===== src/rtl/cprv_pkg.sv =====
// Shared types and constants for the integer register-file writeback block.
package cprv_pkg;

  localparam int DEF_DATA_WIDTH    = 64;
  localparam int DEF_REGADDR_WIDTH = 5;

  typedef enum logic [1:0] {
    WB_NONE = 2'd0,
    WB_ALU  = 2'd1,
    WB_LSU  = 2'd2,
    WB_MDU  = 2'd3
  } wb_src_e;

  localparam logic [2:0] F3_LB  = 3'b000;
  localparam logic [2:0] F3_LH  = 3'b001;
  localparam logic [2:0] F3_LW  = 3'b010;
  localparam logic [2:0] F3_LD  = 3'b011;
  localparam logic [2:0] F3_LBU = 3'b100;
  localparam logic [2:0] F3_LHU = 3'b101;
  localparam logic [2:0] F3_LWU = 3'b110;

endpackage


===== src/rtl/cprv_load_ext.sv =====
// Combinational load-data extraction: selects byte/half/word lane from the
// aligned doubleword and sign- or zero-extends it according to funct3.
module cprv_load_ext
  import cprv_pkg::*;
#(
  parameter int DATA_WIDTH = DEF_DATA_WIDTH
) (
  input  logic [2:0]            funct3,
  input  logic [2:0]            offset,
  input  logic [DATA_WIDTH-1:0] rdata,
  output logic [DATA_WIDTH-1:0] data
);

  logic [DATA_WIDTH-1:0] b_sh;
  logic [DATA_WIDTH-1:0] h_sh;
  logic [DATA_WIDTH-1:0] w_sh;

  // Halves and words ignore the low offset bits, so they shift on coarser lanes.
  assign b_sh = rdata >> {offset, 3'b000};
  assign h_sh = rdata >> {offset[2:1], 4'b0000};
  assign w_sh = rdata >> {offset[2], 5'b00000};

  always_comb begin
    data = '0;
    case (funct3)
      F3_LB:   data = {{(DATA_WIDTH-8){b_sh[7]}}, b_sh[7:0]};
      F3_LH:   data = {{(DATA_WIDTH-16){h_sh[15]}}, h_sh[15:0]};
      F3_LW:   data = {{(DATA_WIDTH-32){w_sh[31]}}, w_sh[31:0]};
      F3_LD:   data = rdata;
      F3_LBU:  data = {{(DATA_WIDTH-8){1'b0}}, b_sh[7:0]};
      F3_LHU:  data = {{(DATA_WIDTH-16){1'b0}}, h_sh[15:0]};
      F3_LWU:  data = {{(DATA_WIDTH-32){1'b0}}, w_sh[31:0]};
      default: data = '0;
    endcase
  end

endmodule


===== src/rtl/cprv_writeback.sv =====
// Register-file writer: arbitrates ALU/LSU/MDU results, extends load data and
// drives a registered write port that also serves as the forwarding source.
module cprv_writeback
  import cprv_pkg::*;
#(
  parameter int DATA_WIDTH    = DEF_DATA_WIDTH,
  parameter int REGADDR_WIDTH = DEF_REGADDR_WIDTH,
  parameter int STARVE_LIMIT  = 8
) (
  input  logic                     clk,
  input  logic                     rst,
  input  logic                     alu_valid,
  output logic                     alu_ready,
  input  logic [REGADDR_WIDTH-1:0] alu_rd,
  input  logic [DATA_WIDTH-1:0]    alu_data,
  input  logic                     lsu_valid,
  output logic                     lsu_ready,
  input  logic [REGADDR_WIDTH-1:0] lsu_rd,
  input  logic [2:0]               lsu_funct3,
  input  logic [2:0]               lsu_offset,
  input  logic [DATA_WIDTH-1:0]    lsu_rdata,
  input  logic                     mdu_valid,
  output logic                     mdu_ready,
  input  logic [REGADDR_WIDTH-1:0] mdu_rd,
  input  logic [DATA_WIDTH-1:0]    mdu_data,
  output logic                     wb_en,
  output logic [REGADDR_WIDTH-1:0] wb_addr,
  output logic [DATA_WIDTH-1:0]    wb_data,
  output logic [1:0]               wb_src
);

  localparam logic [7:0] LIMIT = 8'(STARVE_LIMIT);

  logic [7:0]               starve_cnt;
  logic                     starved;
  logic [DATA_WIDTH-1:0]    lsu_ext;
  wb_src_e                  grant;
  logic [REGADDR_WIDTH-1:0] sel_rd;
  logic [DATA_WIDTH-1:0]    sel_data;

  cprv_load_ext #(
    .DATA_WIDTH(DATA_WIDTH)
  ) u_load_ext (
    .funct3(lsu_funct3),
    .offset(lsu_offset),
    .rdata (lsu_rdata),
    .data  (lsu_ext)
  );

  assign starved = (starve_cnt == LIMIT);

  // Handshake: a result transfers on the rising edge where valid && ready.
  // Readies depend only on valids, reset and the starvation state, never on
  // payload; at most one is high and only toward a valid source.
  always_comb begin
    grant = WB_NONE;
    if (!rst) begin
      if (starved) begin
        if (mdu_valid)      grant = WB_MDU;
        else if (alu_valid) grant = WB_ALU;
        else if (lsu_valid) grant = WB_LSU;
      end else begin
        if (alu_valid)      grant = WB_ALU;
        else if (lsu_valid) grant = WB_LSU;
        else if (mdu_valid) grant = WB_MDU;
      end
    end
  end

  assign alu_ready = (grant == WB_ALU);
  assign lsu_ready = (grant == WB_LSU);
  assign mdu_ready = (grant == WB_MDU);

  always_comb begin
    sel_rd   = '0;
    sel_data = '0;
    case (grant)
      WB_ALU:  begin sel_rd = alu_rd; sel_data = alu_data; end
      WB_LSU:  begin sel_rd = lsu_rd; sel_data = lsu_ext;  end
      WB_MDU:  begin sel_rd = mdu_rd; sel_data = mdu_data; end
      default: begin sel_rd = '0;     sel_data = '0;       end
    endcase
  end

  // Counts cycles the MDU is held off; saturating at the limit keeps it starved.
  always_ff @(posedge clk) begin
    if (rst) begin
      starve_cnt <= '0;
    end else if (!mdu_valid || mdu_ready) begin
      starve_cnt <= '0;
    end else if (starve_cnt != LIMIT) begin
      starve_cnt <= starve_cnt + 8'd1;
    end
  end

  always_ff @(posedge clk) begin
    if (rst) begin
      wb_en   <= 1'b0;
      wb_addr <= '0;
      wb_data <= '0;
      wb_src  <= WB_NONE;
    end else if (grant != WB_NONE) begin
      // x0 writes are retired (source reported) but never written.
      wb_en   <= (sel_rd != '0);
      wb_addr <= sel_rd;
      wb_data <= sel_data;
      wb_src  <= grant;
    end else begin
      wb_en  <= 1'b0;
      wb_src <= WB_NONE;
    end
  end

endmodule


===== config.mk =====
export PLATFORM = sky130hd
export DESIGN_NAME = cprv_writeback
export DESIGN_NICKNAME = d
export VERILOG_FILES = /design/src/rtl/cprv_pkg.sv /design/src/rtl/cprv_load_ext.sv /design/src/rtl/cprv_writeback.sv
export SDC_FILE = /design/constraint.sdc
export NUM_CORES = 1
export LEC_CHECK = 0
export CAP_MARGIN = 20
export CORE_MARGIN = 4
export CORE_UTILIZATION = 25
export CTS_BUF_LIST = sky130_fd_sc_hd__clkbuf_8
export DETAILED_ROUTE_END_ITERATION = 8
export GPL_ROUTABILITY_DRIVEN = 0
export PLACE_DENSITY = 0.63
export SLEW_MARGIN = 20
export SYNTH_ARGS = -nofsm -noshare
export SYNTH_HDL_FRONTEND = slang
export SYNTH_SLANG_ARGS = --single-unit

===== constraint.sdc =====
create_clock -name clk -period 2.05 [get_ports clk]
set_clock_uncertainty 0.05 [all_clocks]
set_input_delay 0.41 -clock clk [delete_from_list [all_inputs] [get_ports clk]]
set_output_delay 0.41 -clock clk [all_outputs]
set_load 0.02 [all_outputs]

==> results of run 1 <==
## routing by layer
metal,GRT usage,vias up,share of wire,routed length (um)
met5,0,-,0,0
met4,0.0764,0,0.030,948
met2,0.377,368,0.48,15400
met3,0.0506,54,0.087,2770
li1,-,3519,-,-
met1,0.285,3738,0.40,12900
## area by class of cell
type	count	area, sq um	area share
multi-input combinational	537	5060	0.422
timing repair buffer	443	4650	0.389
sequential	80	1600	0.134
tap	313	392	0.0327
clock buffer	12	165	0.0138
inverter	12	47.5	0.00397
clock inverter	3	41.3	0.00345
antenna	5	12.5	0.00105
## flip-flops by register name, summed over array words and instances, names as in the netlist
name / cells
starve_cnt: 8
wb_addr: 5
wb_en: 1
wb_data: 64
wb_src: 2
## synth_stat cells (2+ instances only)
cell type  count
a31oi_1        7
xor2_1         5
nor2_1        88
a22oi_1       28
dfxtp_1       80
nand3_1       13
ha_1           2
mux4_2        18
o21ai_0       43
or3_1          9
mux2i_1       20
buf_2         10
buf_1          6
inv_1         11
nor3_1         4
o31ai_1       40
a211oi_1      58
a2bb2oi_1      2
buf_4          2
or2_2          3
nand2_1       29
o21ai_1        5
buf_6          6
and3_1        36
o21bai_1       2
mux2_2        25
o22ai_1        2
a21oi_1       14
o211ai_1       9
a221oi_1      48
nor2b_1        2
a21boi_0       8
clkbuf_1      54
## power breakdown
group | internal (mW) | switching [mW] | total (mW)
combinational | 1.18 | 1.07 | 2.25
sequential | 1.67 | 0.0638 | 1.73
clock | 0.653 | 0.639 | 1.29
## cells by family (layout without fill, tap and decap cells)
family | Yosys count | after routing | synth area share
AOI/OAI and AO/OA | 271 | 271 | 0.334
and+or+nand+nor | 192 | 195 | 0.156
buffers and inverters | 91 | 470 | 0.0700
DFF | 80 | 80 | 0.275
muxes | 63 | 63 | 0.152
xor gates and xnor gates | 6 | 6 | 0.00901
adders and majority gates | 2 | 2 | 0.00429
other | 0 | 5 | 0
## final timing paths
kind | to | slack, ns | depth (start not counted)
setup / recovery | alu_ready | -0.54 | 7
hold / removal | wb_addr[2] | 0.41 | 2
setup reg to reg | wb_data[48] | -0.54 | 12
hold reg to reg | wb_addr[2] | 0.41 | 2
## critical path, delay by kind of cell (launching register included)
family,cells,cell delay [ns]
simple gates,2,0.73
fa+ha+maj,1,0.11
buf+inv,3,0.33
compound gates,1,0.26
flops,1,0.33
## per-stage QoR
| step | instances | utilization | hold WS, ns |
|---|---|---|---|
| after floorplan | 705 | - | 0.376 |
| after global placement | 1346 | 0.434 | 0.388 |
| after detailed placement | 1348 | 0.436 | 0.397 |
| after CTS | 1394 | 0.493 | 0.408 |
| after global routing | 1404 | 0.525 | 0.447 |
| final | 1405 | 0.526 | 0.410 |
## repair_timing
action,in CTS,in global routing
gates resized for setup,159,123
cloned,13,3
endpoints found under the setup margin,73,73
setup buffers,23,15
pin swaps,39,57
==> summary.md, run 1 <==
| Metric | Value |
|---|---|
| Cts-stage hold buffer count | 0 |
| Launch point of the worst reg-to-reg path | starve_cnt[0] |
| Starting Density | 0.256 |
| First-pass DRT Iterations | 5 |
| GRT Total Usage | 0.225 |
| Worst-path clk slew | 0.08 ns |
| Clock Sinks | 80 |
| Maximum VDD drop | 0.258 mV |
| FF+latch count, synth | 80 |
| Area of the core | 0.0228 sq mm |
| Top post-synthesis cells by area | dfxtp_1 27%, a211oi_1 7.5%, a221oi_1 7.2% |
| Tcrit/Tclk final | 1.27 |
| Slowest stage delay, CP | 0.50 ns |
| YS warnings | 0 |
| Crit end category | output port |
| Setup violators final | 73 |
| Startpoint types | flop |
| Power density cells | 441 mW/mm^2 |
| Die area | 0.0258 sq mm |
| Synth area leader | dfxtp_1 |
| Seq/Total Area, Yosys | 0.275 |
| Most used DFF post-synth | dfxtp_1 |
| Routed wire per std cell | 22.8 um |
| Crit path cell chain | inv_2 > ha_4 > or4b_4 > o221a_4 > buf_6 > nor3_4 > buf_6 |
| Netlist Area Pre-Place | 0.00583 sq mm |
| Number of vias per cell | 5.47 |
| Syn Nets | 925 |
| DP Worst Slack | -0.859 ns |
| Routed WL | 32000 um |
| Die H | 161 um |
| Post-synthesis async set-or-reset flop share | 0 |
| Worst skew pair latency | 0.37 ns |
| Fin nets | 1303 |
| Antenna violations before repair | 4 |
| Most used cell, CP | buf_6 |
| Die span in x | 161 um |
| H-tree level count | 3 |
| Fin. max-slew vios | 0 |
| Outcome | finished with violations |
| CP Max Fanout | 3 |
| Num CTS Buffers | 9 |
| FILL cells | 2068 |
| Relative slew slack | 0.440 |
| Vias | 7679 |
| Worst slew pin tran | 0.839 ns |
| Crit path max-delay cell type | or4b_4 |
| Synth unique cells | 49 |
| Hold WC Path Type | reg -> reg |
| Lkg Pwr | 4.40 nW |
| Arrival time worst endpoint | 2.13 ns |
| Post-synth EDFFs | 0 |
| HP Start | wb_addr[2] |
| # rows | 55 |
| Remaining DRCs | 0 |
| First-pass GRT wire length | 45000 um |
| Post-Syn Area per Cell | 8.27 sq um |
| Layout cells sized above 1 | 0.343 |
| Clock Tree Root | clkbuf_8 |
| Total global routing overflow | 0 |
| Worst Slack Setup Final | -0.545 ns |
| HPWL Detailed | 23200 um |
| P&R area growth vs syn | 105% |
| Largest net degree at the start of global routing | 40 |
| Post-route ant nets | 0 |
| Top cell type's share of synthesized area | 0.275 |
| Power Total | 5.28 mW |
| Max frequency | 385 MHz |
| Minimum clock period | 2.59 ns |
| TritonCTS clock tree | yes |
| Commonest non-fill, non-tap cells in the layout | 286 x clkdlybuf4s50_1, 93 x buf_4, 84 x nor2_1, 78 x dfxtp_1, 41 x a211oi_2 |
| Commonest non-fill, non-tap cell in the layout | clkdlybuf4s50_1 |
| Violated checks | negative setup slack |
| Origin of the worst setup path | starve_cnt[0] |
| Setup CP Type | reg -> out |
| Worst path required time | 1.59 ns |
| Number of max-cap violations | 0 |
| Post-Synthesis Cells | 705 |
| IO Pins | 293 |
| Placed inst area | 0.00992 sq mm |
| DRT iter0 DRCs | 752 |
| Final Cell Area | 0.0120 sq mm |
| Vias in the first global route | 7523 |
| Setup TNS | -30.26 ns |
| PortBufs | 292 |
| Final Hold Fails | 0 |
| Clk buf depth | 2 |
| RSZ-0062 raised after global routing | yes |
Note: power is estimated with default switching activity, not from simulation.
==> run 2: changes to the inputs <==
--- a/config.mk
+++ b/config.mk
@@ -12,6 +12,7 @@
 export DETAILED_ROUTE_END_ITERATION = 8
 export GPL_ROUTABILITY_DRIVEN = 0
 export PLACE_DENSITY = 0.63
+export SKIP_CTS_REPAIR_TIMING = 1
 export SLEW_MARGIN = 20
 export SYNTH_ARGS = -nofsm -noshare
 export SYNTH_HDL_FRONTEND = slang
==> run 2 against run 1 <==
The flow still finishes with violations (negative setup slack). First-iteration DRC count fell by 18%. Die area unchanged. Sequential cell count unchanged. Combinational power fell by 6%. Clock power is essentially flat. Total power fell by 2.8%. Global-route usage fell by 1.8 points. Design area shrank 5.4%. Critical path depth grew 1. Non-clock buffer count down 8. Register-to-register slack gained 0.04 ns. Routed wire length down 2.9%.
==> summary.md, run 2 (synthesis gave the netlist of run 1 again) <==
| Metric | Value |
|---|---|
| Power density cells | 453 mW/mm^2 |
| Top reg by flops | wb_data |
| # rows | 55 |
| CP Max Fanout | 5 |
| Fin cells | 1396 |
| Setup TNS | -30.70 ns |
| P&R area growth vs syn | 94.3% |
| First-pass GRT wire length | 41900 um |
| Area of the core | 0.0228 sq mm |
| Arrival time worst endpoint | 2.15 ns |
| Number of vias per cell | 5.40 |
| Commonest non-fill, non-tap cell in the layout | clkdlybuf4s50_1 |
| DRT iter0 DRCs | 617 |
| Worst path required time | 1.59 ns |
| Relative slew slack | 0.364 |
| Layout cells sized above 1 | 0.300 |
| H-tree level count | 3 |
| Remaining DRCs | 0 |
| Placed inst area | 0.00992 sq mm |
| TritonCTS clock tree | yes |
| IO Pins | 293 |
| Violated checks | negative setup slack |
| Die span in x | 161 um |
| Crit path max-delay cell type | or4b_4 |
| RSZ-0062 raised after global routing | yes |
| Clock Tree Root | clkbuf_8 |
| Clk buf depth | 2 |
| Antenna violations before repair | 6 |
| Commonest non-fill, non-tap cells in the layout | 286 x clkdlybuf4s50_1, 98 x buf_4, 84 x nor2_1, 78 x dfxtp_1, 42 x a221oi_1 |
| Startpoint types | flop |
| Fin. max-slew vios | 0 |
| Fin nets | 1293 |
| Tcrit/Tclk final | 1.27 |
| Multi-input gate area | 0.00458 sq mm |
| Outcome | finished with violations |
| Final Hold Fails | 0 |
| Max frequency | 383 MHz |
| FF/Latch Area | 0.00160 sq mm |
| Post-route ant nets | 0 |
| Post-layout util | 0.497 |
| Die H | 161 um |
| Placed instance count | 1348 |
| Top flop regs | wb_data (64), starve_cnt (8), wb_addr (5) |
| Crit path cell chain | inv_2 > ha_4 > or4b_4 > o221a_4 > or2_4 > inv_4 > nor2_4 > buf_6 |
| Setup CP Type | reg -> out |
| Buf+Inv Stages, Crit Path | 3 |
| Setup violators final | 73 |
| HPWL Detailed | 23200 um |
| Final Cell Area | 0.0113 sq mm |
| Routed wire per std cell | 22.2 um |
| Minimum clock period | 2.61 ns |
| Cell class contributing the biggest share of worst-path delay | simple AND/OR/NAND/NOR gates |
| Slowest stage delay, CP | 0.49 ns |
| GRT Total Usage | 0.207 |
| Largest net degree at the start of global routing | 41 |
| Die area | 0.0258 sq mm |
| Lkg Pwr | 4.29 nW |
| Maximum VDD drop | 0.249 mV |
| Worst slew pin tran | 0.952 ns |
| Worst-path clk slew | 0.08 ns |
| Num CTS Buffers | 9 |
| Vias in the first global route | 7179 |
| Vias | 7543 |
| Worst skew pair latency | 0.38 ns |
| PortBufs | 292 |
| Clock Sinks | 80 |
| Max reg flops | 64 |
| Hold WC Path Type | reg -> reg |
| Routed WL | 31000 um |
| Crit end category | output port |
| Total global routing overflow | 0 |
| Number of max-cap violations | 0 |
| First-pass DRT Iterations | 5 |
| Worst Slack Setup Final | -0.563 ns |
| FILL cells | 2172 |
| Starting Density | 0.256 |
| Hold slack | 0.411 ns |
-- run 2: cell count changes in the layout (fill, tap and decap cells not counted), moves of 6 or more --
cell,delta
o21ai_4,-8
o21ai_2,+7
buf_12,-11
clkbuf_16,+8
a211oi_1,+10
a221oi_2,-12
buf_16,-6
o31ai_1,+12
a211oi_2,-9
buf_6,-8
a221oi_1,+17
o31ai_4,-11
-- run 2: layout make-up --
type                            instances  area share
Sequential cell                        80       0.142
Multi-Input combinational cell        535       0.404
Clock buffer                           12      0.0146
Antenna cell                            6     0.00133
Timing Repair Buffer                  435       0.396
Inverter                               12     0.00442
Tap cell                              313      0.0346
Clock inverter                          3     0.00364
-- run 2: routing by layer --
metal	wire [um]	track usage	vias to the layer above
li1	-	-	3503
met1	13000	0.263	3647
met2	14800	0.340	344
met3	2360	0.0485	49
met4	890	0.0807	0
met5	0	0	-
-- run 2: worst paths after layout --
kind / startpoint / to / slack [ns] / depth (start not counted)
hold reg to reg: wb_addr[2] / wb_addr[2] / 0.41 / 2
hold / removal: wb_addr[2] / wb_addr[2] / 0.41 / 2
setup reg to reg: starve_cnt[1] / wb_data[9] / -0.50 / 11
setup / recovery: starve_cnt[1] / lsu_ready / -0.56 / 8
-- run 2: worst reg2reg max path: stages (launching register included) --
cell and delay [ns]:
dfxtp_2 0.33, inv_2 0.06, ha_4 0.12, or4b_4 0.49, buf_12 0.15, o21ai_4 0.19
buf_6 0.12, and4_4 0.32, buf_12 0.17, clkbuf_16 0.17, o31ai_4 0.07, a211oi_2 0.24
-- run 2: where the power goes --
part	switching, mW	internal, mW	leakage, nW	total [mW]
sequential	0.0631	1.67	0.662	1.73
clock	0.631	0.653	0.106	1.28
combinational	0.989	1.13	3.52	2.12
-- run 2: per-stage QoR --
| step | power, mW | worst slack, ns |
|---|---|---|
| 3_5_place_dp | 3.64 | -0.859 |
| 2_1_floorplan | 2.56 | -0.105 |
| 5_1_grt | 5.34 | -0.628 |
| 6_report | 5.14 | -0.563 |
| 4_1_cts | 4.92 | -0.955 |
| 3_3_place_gp | 3.61 | -0.826 |
